## config.mk

```make
export PLATFORM = sky130hd
export DESIGN_NAME = decomposer_pipe
export DESIGN_NICKNAME = d
export VERILOG_FILES = /design/src/rtl/dilithium_pkg.sv /design/src/rtl/decompose_lane.sv /design/src/rtl/decomposer_pipe.sv
export SDC_FILE = /design/constraint.sdc
export NUM_CORES = 2
export LEC_CHECK = 0
export ABC_AREA = 0
export CAP_MARGIN = 40
export CELL_PAD_IN_SITES_DETAIL_PLACEMENT = 1
export CELL_PAD_IN_SITES_GLOBAL_PLACEMENT = 2
export CORE_MARGIN = 2
export CORE_UTILIZATION = 39
export DETAILED_ROUTE_END_ITERATION = 6
export PLACE_DENSITY = 0.89
export SYNTH_ARGS = -nofsm -noshare
export SYNTH_HDL_FRONTEND = slang
export SYNTH_SLANG_ARGS = --single-unit
```

## constraint.sdc

```tcl
create_clock -name clk -period 27.5 [get_ports clk]
set_input_delay 4.125 -clock clk [delete_from_list [all_inputs] [get_ports clk]]
set_output_delay 4.125 -clock clk [all_outputs]
set_load 0.01 [all_outputs]
```

## src/rtl/dilithium_pkg.sv

```systemverilog
// Shared Dilithium constants: modulus, gamma2/alpha per security level, sec_lvl encodings.
// Also decodes sec_lvl into the internal decompose mode used by the datapath.
package dilithium_pkg;

    localparam int COEFF_W = 24;

    localparam int Q = 8380417;

    localparam int GAMMA2_L2  = 95232;
    localparam int ALPHA_L2   = 190464;
    localparam int GAMMA2_L35 = 261888;
    localparam int ALPHA_L35  = 523776;

    // (q-1)/alpha: the r1 value that folds back to 0, and the hint modulus m
    localparam int R1_MOD_L2  = 44;
    localparam int R1_MOD_L35 = 16;

    localparam logic [2:0] SEC_LVL2 = 3'b010;
    localparam logic [2:0] SEC_LVL3 = 3'b011;
    localparam logic [2:0] SEC_LVL5 = 3'b101;

    typedef enum logic [1:0] {
        LVL_BYPASS = 2'd0,
        LVL_G88    = 2'd1,
        LVL_G32    = 2'd2
    } lvl_e;

    function automatic lvl_e decode_lvl(input logic [2:0] sec);
        case (sec)
            SEC_LVL2:           decode_lvl = LVL_G88;
            SEC_LVL3, SEC_LVL5: decode_lvl = LVL_G32;
            default:            decode_lvl = LVL_BYPASS;
        endcase
    endfunction

endpackage

```

## src/rtl/decompose_lane.sv

```systemverilog
// Per-coefficient Decompose: r -> (r1, r0 as residue mod q), or raw pass-through in bypass mode.
// Latency: 3 cycles (reduce / divide / centre+wrap+hint); all stages advance together on adv.
// Backpressure: when adv is low every register holds, so the output stage stays stable.
module decompose_lane
    import dilithium_pkg::*;
#(
    parameter int COEFF_W = dilithium_pkg::COEFF_W
) (
    input  logic               clk,
    input  logic               rst,
    input  logic               adv,
    input  logic [1:0]         lvl,
    input  logic               hint,
    input  logic [COEFF_W-1:0] r,
    output logic [COEFF_W-1:0] r1,
    output logic [COEFF_W-1:0] r0
);

    localparam logic [COEFF_W-1:0] Q_C = COEFF_W'(Q);

    logic [COEFF_W-1:0] red_c;
    logic [COEFF_W-1:0] raw1, raw2;
    logic [23:0]        red1;
    logic [1:0]         lvl1, lvl2;
    logic               hint_d, hint_dd;

    logic [23:0] alpha1, quo_c;
    logic [23:0] quo2, rem2;

    logic [23:0] gamma2_2, alpha2, mod2;
    logic [23:0] r1_c, r0_c, dob_c;
    logic        rnd_up, wrap;

    // Inputs are guaranteed below 2q, so a single conditional subtract reduces fully.
    assign red_c = (r >= Q_C) ? r - Q_C : r;

    always_ff @(posedge clk) begin
        if (adv) begin
            raw1   <= r;
            red1   <= 24'(red_c);
            lvl1   <= lvl;
            hint_d <= hint;
        end
    end

    always_comb begin
        alpha1 = (lvl1 == LVL_G88) ? 24'(ALPHA_L2) : 24'(ALPHA_L35);
        quo_c  = (lvl1 == LVL_G88) ? red1 / 24'(ALPHA_L2) : red1 / 24'(ALPHA_L35);
    end

    always_ff @(posedge clk) begin
        if (adv) begin
            raw2    <= raw1;
            lvl2    <= lvl1;
            hint_dd <= hint_d;
            quo2    <= quo_c;
            rem2    <= red1 - quo_c * alpha1;
        end
    end

    // r0 is carried as 24-bit two's complement; |r0| <= alpha fits comfortably.
    always_comb begin
        gamma2_2 = (lvl2 == LVL_G88) ? 24'(GAMMA2_L2)  : 24'(GAMMA2_L35);
        alpha2   = (lvl2 == LVL_G88) ? 24'(ALPHA_L2)   : 24'(ALPHA_L35);
        mod2     = (lvl2 == LVL_G88) ? 24'(R1_MOD_L2)  : 24'(R1_MOD_L35);
        rnd_up   = (rem2 > gamma2_2);
        r1_c     = quo2 + {23'd0, rnd_up};
        r0_c     = rnd_up ? rem2 - alpha2 : rem2;
        wrap     = (r1_c == mod2);
        if (wrap) begin
            r1_c = '0;
            r0_c = r0_c - 24'd1;
        end
        if (hint_dd) begin
            if (!r0_c[23] && (r0_c != '0))
                r1_c = (r1_c == mod2 - 24'd1) ? '0 : r1_c + 24'd1;
            else
                r1_c = (r1_c == '0) ? mod2 - 24'd1 : r1_c - 24'd1;
        end
        dob_c = r0_c[23] ? r0_c + 24'(Q) : r0_c;
    end

    always_ff @(posedge clk) begin
        if (rst) begin
            r1 <= '0;
            r0 <= '0;
        end else if (adv) begin
            if (lvl2 == LVL_BYPASS) begin
                r1 <= '0;
                r0 <= raw2;
            end else begin
                r1 <= COEFF_W'(r1_c);
                r0 <= COEFF_W'(dob_c);
            end
        end
    end

endmodule

```

## src/rtl/decomposer_pipe.sv

```systemverilog
// LANES-wide Dilithium Decompose pipeline; optional hint correction under DECOMPOSER_USEHINT_EN.
// Latency: 3 cycles, one beat per cycle; valid_o rises on the third edge counting the transfer edge.
// Backpressure: ready_i drops while stage 3 holds a beat that ready_o refuses; all stages then hold.
module decomposer_pipe
    import dilithium_pkg::*;
#(
    parameter int LANES   = 4,
    parameter int COEFF_W = dilithium_pkg::COEFF_W
) (
    input  logic                     clk,
    input  logic                     rst,
    input  logic [2:0]               sec_lvl,
    input  logic                     valid_i,
    output logic                     ready_i,
    input  logic [LANES*COEFF_W-1:0] di,
    output logic [LANES*COEFF_W-1:0] doa,
    output logic [LANES*COEFF_W-1:0] dob,
    output logic                     valid_o,
    input  logic                     ready_o
`ifdef DECOMPOSER_USEHINT_EN
    ,
    input  logic                     use_hint_i,
    input  logic [LANES-1:0]         hint_i
`endif
);

    logic             adv;
    logic             v1, v2, v3;
    logic [1:0]       lvl_in;
    logic [LANES-1:0] hint_v;

    assign adv     = !(v3 && !ready_o);
    assign ready_i = adv && !rst;
    assign valid_o = v3;
    assign lvl_in  = decode_lvl(sec_lvl);

`ifdef DECOMPOSER_USEHINT_EN
    assign hint_v = use_hint_i ? hint_i : '0;
`else
    assign hint_v = '0;
`endif

    always_ff @(posedge clk) begin
        if (rst) begin
            v1 <= 1'b0;
            v2 <= 1'b0;
            v3 <= 1'b0;
        end else if (adv) begin
            v1 <= valid_i;
            v2 <= v1;
            v3 <= v2;
        end
    end

    for (genvar k = 0; k < LANES; k++) begin : g_lane
        decompose_lane #(
            .COEFF_W (COEFF_W)
        ) u_lane (
            .clk  (clk),
            .rst  (rst),
            .adv  (adv),
            .lvl  (lvl_in),
            .hint (hint_v[k]),
            .r    (di[k*COEFF_W +: COEFF_W]),
            .r1   (doa[k*COEFF_W +: COEFF_W]),
            .r0   (dob[k*COEFF_W +: COEFF_W])
        );
    end

endmodule

```

==> results.sh <==
export IMPL_result_of_the_run="completed"
export IMPL_hold_path_class="reg2reg"
export IMPL_maxCapViolCount=0
export IMPL_buffer_ports_inserted=232
export IMPL_cts_tree="built"
export IMPL_via_count_normalized_by_instance_count=5.78
export IMPL_ioPinCount=297
export IMPL_globalRouteMet3Util_pct=2.51
export IMPL_detailedRoute_firstPassIterationCount=5
export IMPL_routability_driven_placement_congestion_ratio=0.919
export IMPL_groute_layer_met1_usage_pct=33.2
export IMPL_final_worst_path_setup_slack_ns=7.76
export IMPL_antenna_violating_nets_post_route=0
export IMPL_worst_setup_path_end_kind="register"
export IMPL_route_vias_total=44500
export IMPL_synthesis_area_per_instance_um2=9.01
export IMPL_die_y_um=368
export IMPL_post_synthesis_sequential_element_count=547
export IMPL_postSynth_topFlopCell="sky130_fd_sc_hd__edfxtp_1"
export IMPL_clock_path_buffers=3
export IMPL_detailed_place_hpwl_mm=139
export IMPL_detail_route_wl_per_cell_um=22.6
export IMPL_cp_arrival_ns=20.15
export IMPL_cp_slowest_cell="sky130_fd_sc_hd__nor3b_2"
export IMPL_cts_resized_gates=0
export IMPL_first_pass_grt_wire_length_mm=268
export IMPL_timing_final_crit_period_ns=19.74
export IMPL_numCtsBuffers=61
export IMPL_drive_above_1_share_pct=6.37
export IMPL_initial_antenna_violation_count=9
export IMPL_ctsHoldBuffers=0
export IMPL_count_of_endpoints_failing_hold_in_the_final_timing_report=0
export IMPL_critical_path_most_common_cell="sky130_fd_sc_hd__inv_1"
export IMPL_yosys_warnings=0
export IMPL_cpPeakStageDelay_ns=0.77
export IMPL_grt_util_all_layers_pct=24.9
export IMPL_horiz_die_dim_um=368
export IMPL_netlist_cell_type_count=153
export IMPL_fp_coreArea_um2=132000
export IMPL_synth_seq_area_share_pct=29.2
export IMPL_grt_start_max_net_pins=109
export IMPL_globalRoute_totalOverflow=0
export IMPL_skew_ns=0.0174
export IMPL_area_delta_synth_final_pct=11.5
export IMPL_dp_worst_setup_slack_ns=7.93
export IMPL_clock_insertion_delay_worst_skew_ns=0.66
export IMPL_crit_fanout=55
export IMPL_use_met2_pct=42.5
export IMPL_finish_net_count=6561
export IMPL_busiest_layer="met2"
export IMPL_fin_crit_sh_pct=71.8
export IMPL_fmax_mhz=50.7
export IMPL_critPathKind="reg2reg"
export IMPL_ctsHtreeMaxLevel=2
export IMPL_clock_transition_at_the_registers_of_the_reported_paths_ns=0.07
export IMPL_route_detailed_drc=0
export IMPL_slew_headroom_pct=33.1
export IMPL_grt_pass1_vias=45900
export IMPL_numClockSinks=547
export IMPL_tightest_slew_ns=0.997
export IMPL_final_setup_viol_count=0
export IMPL_startpoint_type="register"
export IMPL_critPathRequiredTime_ns=27.91
export IMPL_timing_final_max_slew_violations=0
export IMPL_root_buffer_master="sky130_fd_sc_hd__clkbuf_16"
export IMPL_placement_rows=133
export IMPL_postCtsSetupBuffers=0
export IMPL_area_of_the_die_um2=136000
export IMPL_drtIter0Drc=3026
export IMPL_synth_cell_area_um2=51700
export IMPL_wirelength_mm=174
export IMPL_final_setup_tns_ns=0
export IMPL_floorplan_initialDensity_pct=39.3
export IMPL_rsz0062_at_grt="no"
export IMPL_synth_edf_count=416
export IMPL_post_synth_inst_count=5740
export IMPL_synthArstFlopShare_pct=0
## metal layers
layer  vias up  share of wire [%]
li1      20900                  -
met1     22400                 45
met2      1017                 48
met3       240                4.2
met4        12                3.0
met5         -              0.047
## through the flow
stage	util, %	instances	cell area (µm²)	hold WS, ns
floorplan	-	5814	52000	0.400
global placement	42.2	7575	55500	0.400
detailed placement	42.3	7592	55700	0.405
CTS	43.8	7707	57700	0.417
global route	43.8	7707	57700	0.422
finish	43.8	7708	57700	0.415
## path summary, 6_finish.rpt
path | startpoint | to | cells past startpoint | slack, ns
worst max-delay path | g_lane[1].u_lane.lvl1[0] | g_lane[0].u_lane.rem2[23] | 72 | 7.76
worst min-delay path | g_lane[3].u_lane.raw1[18] | g_lane[3].u_lane.raw2[18] | 0 | 0.41
worst min register to register | g_lane[3].u_lane.raw1[18] | g_lane[3].u_lane.raw2[18] | 0 | 0.41
worst max register to register | g_lane[1].u_lane.lvl1[0] | g_lane[0].u_lane.rem2[23] | 72 | 7.76
## layout make-up
| cell class | instances | area [µm²] |
|---|---|---|
| clock buffer | 84 | 1720 |
| timing repair buffer | 292 | 2840 |
| fill | 15200 | 73900 |
| inverter | 523 | 1980 |
| tap | 1755 | 2200 |
| sequential | 547 | 15100 |
| multi-input combinational | 4475 | 33600 |
| clock inverter | 31 | 280 |
| antenna | 1 | 2.50 |
## cells in the final DEF (no fill, tap or decap), types with 20 or more instances in the layout
cell type	n
sky130_fd_sc_hd__a211oi_1	87
sky130_fd_sc_hd__a21o_1	91
sky130_fd_sc_hd__a21oi_1	257
sky130_fd_sc_hd__a22o_1	32
sky130_fd_sc_hd__a311oi_1	47
sky130_fd_sc_hd__a31oi_1	38
sky130_fd_sc_hd__and2_1	34
sky130_fd_sc_hd__and3_1	70
sky130_fd_sc_hd__buf_4	49
sky130_fd_sc_hd__clkbuf_16	64
sky130_fd_sc_hd__clkdlybuf4s50_1	231
sky130_fd_sc_hd__conb_1	76
sky130_fd_sc_hd__dfxtp_1	131
sky130_fd_sc_hd__edfxtp_1	416
sky130_fd_sc_hd__fa_1	172
sky130_fd_sc_hd__ha_1	386
sky130_fd_sc_hd__inv_1	506
sky130_fd_sc_hd__mux2_2	23
sky130_fd_sc_hd__mux2i_1	44
sky130_fd_sc_hd__nand2_1	487
sky130_fd_sc_hd__nand2b_1	43
sky130_fd_sc_hd__nand3_1	143
sky130_fd_sc_hd__nand3b_1	20
sky130_fd_sc_hd__nand4_1	59
sky130_fd_sc_hd__nor2_1	516
sky130_fd_sc_hd__nor2b_1	37
sky130_fd_sc_hd__nor3_1	162
sky130_fd_sc_hd__nor4_1	69
sky130_fd_sc_hd__o2111ai_1	28
sky130_fd_sc_hd__o211ai_1	45
sky130_fd_sc_hd__o21a_1	30
sky130_fd_sc_hd__o21ai_0	218
sky130_fd_sc_hd__o31ai_1	40
sky130_fd_sc_hd__or2_2	39
sky130_fd_sc_hd__or3_1	62
sky130_fd_sc_hd__or4_1	23
sky130_fd_sc_hd__xnor2_1	339
sky130_fd_sc_hd__xor2_1	222
## critical path: cells and delay by family (launching register included)
family | cells | cell delay [ns]
AOI/OAI and AO/OA | 23 | 6.12
xor gates and xnor gates | 7 | 1.34
and+or+nand+nor | 15 | 3.76
buffers and inverters | 13 | 2.41
adders and majority gates | 14 | 5.12
DFF | 1 | 0.66
## Yosys cell counts, types with 40 or more instances
| cell type | number | area, µm² |
|---|---|---|
| sky130_fd_sc_hd__or3_1 | 62 | 388 |
| sky130_fd_sc_hd__mux2i_1 | 44 | 440 |
| sky130_fd_sc_hd__nand2_1 | 487 | 1830 |
| sky130_fd_sc_hd__xnor2_1 | 339 | 2970 |
| sky130_fd_sc_hd__a311oi_1 | 47 | 412 |
| sky130_fd_sc_hd__buf_4 | 83 | 623 |
| sky130_fd_sc_hd__ha_1 | 386 | 4830 |
| sky130_fd_sc_hd__nand2b_1 | 44 | 275 |
| sky130_fd_sc_hd__o31ai_1 | 40 | 300 |
| sky130_fd_sc_hd__nand4_1 | 59 | 369 |
| sky130_fd_sc_hd__nor3_1 | 163 | 816 |
| sky130_fd_sc_hd__o21ai_0 | 218 | 1090 |
| sky130_fd_sc_hd__nor4_1 | 70 | 438 |
| sky130_fd_sc_hd__a21o_1 | 91 | 683 |
| sky130_fd_sc_hd__xor2_1 | 222 | 1940 |
| sky130_fd_sc_hd__nand3_1 | 143 | 716 |
| sky130_fd_sc_hd__nor2_1 | 519 | 1950 |
| sky130_fd_sc_hd__o211ai_1 | 45 | 338 |
| sky130_fd_sc_hd__clkbuf_1 | 137 | 514 |
| sky130_fd_sc_hd__fa_1 | 172 | 3440 |
| sky130_fd_sc_hd__edfxtp_1 | 416 | 12500 |
| sky130_fd_sc_hd__and3_1 | 70 | 438 |
| sky130_fd_sc_hd__dfxtp_1 | 131 | 2620 |
| sky130_fd_sc_hd__a21oi_1 | 257 | 1290 |
| sky130_fd_sc_hd__inv_1 | 506 | 1900 |
| sky130_fd_sc_hd__a211oi_1 | 87 | 653 |
## cell families (layout without fill, tap and decap cells)
group / after synthesis / in the layout / share of synthesized area [%]
and+or+nand+nor: 1886 / 1886 / 18.1
AOI/OAI and AO/OA: 1310 / 1310 / 18.8
buffers and inverters: 792 / 930 / 6.56
xor gates and xnor gates: 566 / 566 / 9.69
adders and majority gates: 565 / 565 / 16.1
DFF: 547 / 547 / 29.2
muxes: 72 / 72 / 1.48
other: 2 / 77 / 0.0145
## registers in the layout (all words and copies together), names as in the netlist
register	flops
g_lane.u_lane.lvl1	2
g_lane.u_lane.rem2	96
v2	1
g_lane.u_lane.raw1	96
g_lane.u_lane.lvl2	2
g_lane.u_lane.quo2	28
g_lane.u_lane.r0	96
valid_o	1
v1	1
g_lane.u_lane.red1	96
g_lane.u_lane.raw2	96
g_lane.u_lane.r1	32
Power is not shown: default switching activity piles up to over one toggle a cycle in this logic, so the estimate is an artifact.
